===== src/rtl/regbank_arb_pkg.sv =====
// Shared definitions for the regbank access arbiter: default widths and FSM state encoding.
package regbank_arb_pkg;

  localparam int AW_DEF          = 7;
  localparam int DW_DEF          = 8;
  localparam int SYNC_STAGES_DEF = 2;

  typedef enum logic [1:0] {
    ST_IDLE     = 2'd0,
    ST_I2C_WR   = 2'd1,
    ST_HOST_ACC = 2'd2,
    ST_HOST_GNT = 2'd3
  } state_e;

endpackage


===== src/rtl/regbank_arb_sync_edge.sv =====
// Multi-flop synchronizer with a rising-edge pulse that is armed only once the
// synchronized input has been observed low after reset.
module sync_edge #(
  parameter int SYNC_STAGES = 2
) (
  input  logic clk,
  input  logic rst_n,
  input  logic din,
  output logic rise
);

  logic [SYNC_STAGES-1:0] sync_q;
  logic [SYNC_STAGES-1:0] fill_q;
  logic                   prev_q;
  logic                   armed_q;
  logic                   synced;
  logic                   filled;

  assign synced = sync_q[SYNC_STAGES-1];
  // The reset zeros in the chain are not real samples; arming waits until
  // the chain holds only post-reset values of din.
  assign filled = fill_q[SYNC_STAGES-1];

  // NOTE: sequential state uses non-blocking assignments so every flop samples
  // the pre-edge value of its neighbour; blocking here would collapse the chain.
  always_ff @(posedge clk or negedge rst_n) begin
    if (!rst_n) begin
      sync_q  <= '0;
      fill_q  <= '0;
      prev_q  <= 1'b0;
      armed_q <= 1'b0;
    end else begin
      sync_q  <= {sync_q[SYNC_STAGES-2:0], din};
      fill_q  <= {fill_q[SYNC_STAGES-2:0], 1'b1};
      prev_q  <= synced;
      armed_q <= armed_q | (filled & ~synced);
    end
  end

  assign rise = armed_q & synced & ~prev_q;

endmodule


===== src/rtl/regbank_arb.sv =====
// Arbitrates the regbank port between a non-stallable I2C write strobe and a host
// req/gnt handshake. Optional I2C write protection: define REGBANK_ARB_WPROT_EN.
module regbank_arb
  import regbank_arb_pkg::*;
#(
  parameter int            AW          = AW_DEF,
  parameter int            DW          = DW_DEF,
  parameter int            SYNC_STAGES = SYNC_STAGES_DEF,
  parameter logic [AW-1:0] WPROT_BASE  = AW'('h70)
) (
  input  logic          clk_50M,
  input  logic          rst_n,
  input  logic          i2c_store,
  input  logic [AW-1:0] i2c_addr,
  input  logic [DW-1:0] i2c_wrdata,
  output logic [DW-1:0] i2c_rddata,
  input  logic          host_req,
  input  logic          host_we,
  input  logic [AW-1:0] host_addr,
  input  logic [DW-1:0] host_wrdata,
  output logic          host_gnt,
  output logic [DW-1:0] host_rddata,
  output logic [AW-1:0] rb_addr,
  output logic [DW-1:0] rb_wrdata,
  output logic          rb_we,
  input  logic [DW-1:0] rb_rddata,
  input  logic          ovf_clr,
  output logic          ovf,
  output logic          wprot_err
);

`ifdef REGBANK_ARB_WPROT_EN
  localparam bit WPROT_ON = 1'b1;
`else
  localparam bit WPROT_ON = 1'b0;
`endif

  state_e        state_q, state_d;
  logic          i2c_rise;
  logic          pend_q;
  logic [AW-1:0] lat_addr_q;
  logic [DW-1:0] lat_data_q;
  logic          ovf_q;
  logic          wprot_hit;

  sync_edge #(.SYNC_STAGES(SYNC_STAGES)) u_store_edge (
    .clk   (clk_50M),
    .rst_n (rst_n),
    .din   (i2c_store),
    .rise  (i2c_rise)
  );

  assign wprot_hit = WPROT_ON && (lat_addr_q >= WPROT_BASE);

  // NOTE: every output of this block gets a default before the case so no
  // path leaves a signal unassigned, which would infer a latch.
  always_comb begin
    state_d   = state_q;
    rb_addr   = '0;
    rb_wrdata = '0;
    rb_we     = 1'b0;
    host_gnt  = 1'b0;
    case (state_q)
      ST_IDLE: begin
        rb_addr = i2c_addr;
        if (pend_q)        state_d = ST_I2C_WR;
        else if (host_req) state_d = ST_HOST_ACC;
      end
      ST_I2C_WR: begin
        rb_addr = lat_addr_q;
        if (!wprot_hit) begin
          rb_we     = 1'b1;
          rb_wrdata = lat_data_q;
        end
        state_d = host_req ? ST_HOST_ACC : ST_IDLE;
      end
      ST_HOST_ACC: begin
        rb_addr   = host_addr;
        rb_we     = host_we;
        rb_wrdata = host_we ? host_wrdata : '0;
        state_d   = ST_HOST_GNT;
      end
      ST_HOST_GNT: begin
        host_gnt = 1'b1;
        state_d  = ST_IDLE;
      end
      default: state_d = ST_IDLE;
    endcase
  end

  always_ff @(posedge clk_50M or negedge rst_n) begin
    if (!rst_n) begin
      state_q     <= ST_IDLE;
      pend_q      <= 1'b0;
      lat_addr_q  <= '0;
      lat_data_q  <= '0;
      ovf_q       <= 1'b0;
      i2c_rddata  <= '0;
      host_rddata <= '0;
    end else begin
      state_q <= state_d;
      // A strobe landing during I2C_WR re-arms pend: the write being issued
      // uses the old latch contents, so nothing is lost.
      if (i2c_rise) begin
        pend_q     <= 1'b1;
        lat_addr_q <= i2c_addr;
        lat_data_q <= i2c_wrdata;
      end else if (state_q == ST_I2C_WR) begin
        pend_q <= 1'b0;
      end
      if (i2c_rise && pend_q && state_q != ST_I2C_WR) ovf_q <= 1'b1;
      else if (ovf_clr)                               ovf_q <= 1'b0;
      if (state_q == ST_IDLE) i2c_rddata <= rb_rddata;
      if (state_q == ST_HOST_ACC && !host_we) host_rddata <= rb_rddata;
    end
  end

  assign ovf = ovf_q;

`ifdef REGBANK_ARB_WPROT_EN
  logic wprot_err_q;

  always_ff @(posedge clk_50M or negedge rst_n) begin
    if (!rst_n)                                wprot_err_q <= 1'b0;
    else if (state_q == ST_I2C_WR && wprot_hit) wprot_err_q <= 1'b1;
  end

  assign wprot_err = wprot_err_q;
`else
  assign wprot_err = 1'b0;
`endif

endmodule

===== config.mk =====
export PLATFORM = sky130hd
export DESIGN_NAME = regbank_arb
export DESIGN_NICKNAME = d
export VERILOG_FILES = /design/src/rtl/regbank_arb_pkg.sv /design/src/rtl/regbank_arb_sync_edge.sv /design/src/rtl/regbank_arb.sv
export SDC_FILE = /design/constraint.sdc
export NUM_CORES = 1
export LEC_CHECK = 0
export ABC_AREA = 0
export BUFFER_PORTS_ARGS = -buffer_cell sky130_fd_sc_hd__buf_2
export CORE_UTILIZATION = 40
export CTS_CLUSTER_SIZE = 20
export DETAILED_ROUTE_END_ITERATION = 6
export PLACE_DENSITY = 0.68
export SLEW_MARGIN = 20
export SYNTH_ARGS = -nofsm -noshare
export SYNTH_HDL_FRONTEND = slang
export SYNTH_HIERARCHICAL = 1
export SYNTH_SLANG_ARGS = --single-unit

===== constraint.sdc =====
create_clock -name clk_50M -period 2.35 [get_ports clk_50M]
set_input_delay 0.47 -clock clk_50M [delete_from_list [all_inputs] [get_ports clk_50M]]
set_output_delay 0.47 -clock clk_50M [all_outputs]
set_load 0.01 [all_outputs]

==> impl_metrics.tcl <==
set metrics [dict create \
    worstMarginPinSlew_ps 571.6 \
    clk-insertion-delay-late_ps 290 \
    cts_max_level 2 \
    syn_area_per_cell_um2 11.93 \
    coreArea_um2 4474 \
    syn-num-nets 211 \
    worstPathArrival_ps 1730 \
    synth_ff_type "dfrtp_1" \
    cts_root_buffer "clkbuf_8" \
    yosys-top-cells-count "dfrtp_1, nand2_1, mux2_2" \
    viasPerCell 5.079 \
    die_h_um 71.09 \
    grt_pass1_vias 1478 \
    cp.required_ps 1880 \
    yosys.area.top_type "dfrtp_1" \
    hold_viol 0 \
    p_clk_share_pct 15.1 \
    ys_async_sr_fraction_pct 100.0 \
    timing.final.max_slew_violations 0 \
    diodes 0 \
    drt_iter0_markers 106 \
    cts_tree "built" \
    grt_first_pass_wirelength_um 6975 \
    cts_resized 1 \
    fmax_mhz 454.3 \
    wl_per_cell_um 14.39 \
    initial_core_util_pct 42.67 \
    hpwl_um 3090 \
    nFillCells 413 \
    syn_inst 160 \
    synth_top_area_share_pct 53.74 \
    p_int_mw 1.803 \
    setup_viol 0 \
    crit_fanout 18 \
    reg2reg_to "state_q[0]" \
    grt_overflow_total 0 \
    power_per_cell_area_nw_per_um2 1196 \
    hp-class "in -> async" \
    drive_above_1_share_pct 49.16 \
    ys_warn_count 6 \
    ff_latch_area_um2 1026 \
    antenna_left 0 \
    drc 0 \
    grt_max_degree 42 \
    pin_count 79 \
    cts_sinks 41 \
    cts_hold_buf 0 \
    die-area_um2 5054 \
    grtUsageTotal_pct 18.13 \
    nets 288 \
    reg2reg_depth 6 \
    first_pass_iters 7 \
    dp_cells 282 \
    maxCapViolCount 0 \
    rsz0062_at_grt "yes" \
    period_share_pct 93.67 \
    ys_seq_area_share_pct 53.74 \
    ys_types 26 \
    synthesis.area_um2 1909 \
    num_vias 1473 \
    ir_drop_mv 0.5172 \
    drt_wl_total_um 4173 \
    rr_startpoint "state_q[0]" \
    die_w_um 71.09 \
    status "finished clean" \
    cts_setup_buffers 0 \
    crit_path_end_kind "output port" \
    gp_congestion 0.7728 \
    utilization_pct 53.94 \
    ys_seq_elements 41 \
    switching_share_pct 37.51 \
    combPwrFrac_pct 48.5 \
    crit_path_end "rb_wrdata[6]" \
    grt_antenna_before_repair 0 \
    ys_top_cells_by_area "dfrtp_1, mux2_2, nand2_1" \
    rrSetupSlack_ps 500 \
    clk_pin_slew_ps 80 \
    synth.most_common_cell "dfrtp_1" \
    num_rows 24 \
    fin_worst_skew_ps 4.868 \
    slew_headroom_pct 61.81 \
    p_total_mw 2.886 \
    p_seq_share_pct 36.4 \
    syn_to_final_growth_pct 26.41 \
    cts_buffers 5 \
    crit_path_start "state_q[1]" \
    io_buffers 77 \
    worstSetupStartpointType "register" \
    p_switching_mw 1.083 \
    period_needed_ps 2201 \
    p_leak_nw 1.227 \
    multi_input_area_um2 793.3 \
    critPathKind "reg -> out" \
    clockBufferDepth 2 \
    synth_edf_count 0 \
    final-instance-count-excl-fill 290 \
]
-- metal layers --
layer | global-route usage, % | vias up | share of wire (%)
li1 | - | 705 | -
met1 | 22.89 | 717 | 42
met2 | 30.02 | 40 | 51
met3 | 4.843 | 11 | 4.2
met4 | 6.667 | 0 | 2.1
met5 | 0 | - | 0
-- power groups by stage --
stage	Sequential [mW]	Clock (mW)	Combinational, mW
2_1_floorplan	1.11	0	0.883
4_1_cts	1.05	0.454	1.41
3_3_place_gp	1.05	0	1.39
6_report	1.05	0.437	1.40
5_1_grt	1.08	0.487	1.54
3_5_place_dp	1.06	0	1.40
-- area by class of cell --
class	instances	area share [%]
clock buffers	6	3.007
clock inverters	2	0.4147
inverters	5	0.7776
multi-input cells	103	32.87
flip-flops and latches	41	42.51
well taps	52	2.696
repair buffers	81	17.73
-- sequential cells by signal, indices dropped and copies added (netlist names) --
register,cells
pend_q,1
host_rddata,8
u_store_edge/fill_q,2
lat_addr_q,7
u_store_edge/sync_q,2
u_store_edge/armed_q,1
ovf,1
i2c_rddata,8
u_store_edge/prev_q,1
lat_data_q,8
state_q,2
-- worst min-delay path by stage --
| stage | cells past startpoint | start | end |
|---|---|---|---|
| 2_1_floorplan | 0 | rst_n | host_rddata[0] |
| 3_3_place_gp | 0 | u_store_edge/sync_q[0] | u_store_edge/sync_q[1] |
| 3_5_place_dp | 0 | u_store_edge/sync_q[0] | u_store_edge/sync_q[1] |
| 4_1_cts | 2 | rst_n | lat_addr_q[3] |
| 5_1_grt | 2 | rst_n | u_store_edge/prev_q |
| 6_report | 2 | rst_n | i2c_rddata[7] |
-- through the flow --
| step | setup TNS [ps] | area (um^2) | setup slack, ps | hold WS, ps |
|---|---|---|---|---|
| final | 0 | 2414 | 148.7 | 139.4 |
| after global placement | 0 | 2325 | 292.9 | 335.7 |
| after detailed placement | 0 | 2325 | 216.6 | 334.7 |
| after floorplan | 0 | 1909 | 570.9 | 174.4 |
| after global routing | -2.300 | 2414 | -2.300 | 156.6 |
| after CTS | 0 | 2410 | 38.76 | 140.0 |
-- kinds of logic (layout without fill, tap and decap cells) --
family                     after synthesis  count (layout)  synth area share, %
buffers and inverters                   16              94                5.045
and+or+nand+nor                         47              47                11.40
DFF                                     41              41                53.74
other                                    2               2               0.3933
muxes                                   25              25                14.68
adders and majority gates                7               7                4.587
AOI/OAI and AO/OA                       22              22                10.16
-- layout by cell type (no fill, tap or decap), types with 3 or more instances in the layout --
cell type,n
dfrtp_1,41
a222oi_1,7
buf_4,3
inv_1,5
clkbuf_8,5
mux2_2,24
a22oi_1,7
nor2b_1,9
nor2_1,9
buf_2,77
ha_1,5
nand2_1,25
-- worst max-delay path: stages, from the launching register on --
cell,delay (ps)
dfrtp_1,430
inv_1,150
ha_2,440
a22oi_1,160
nor2b_1,120
buf_2,140
(Power assumes the default switching activity.)
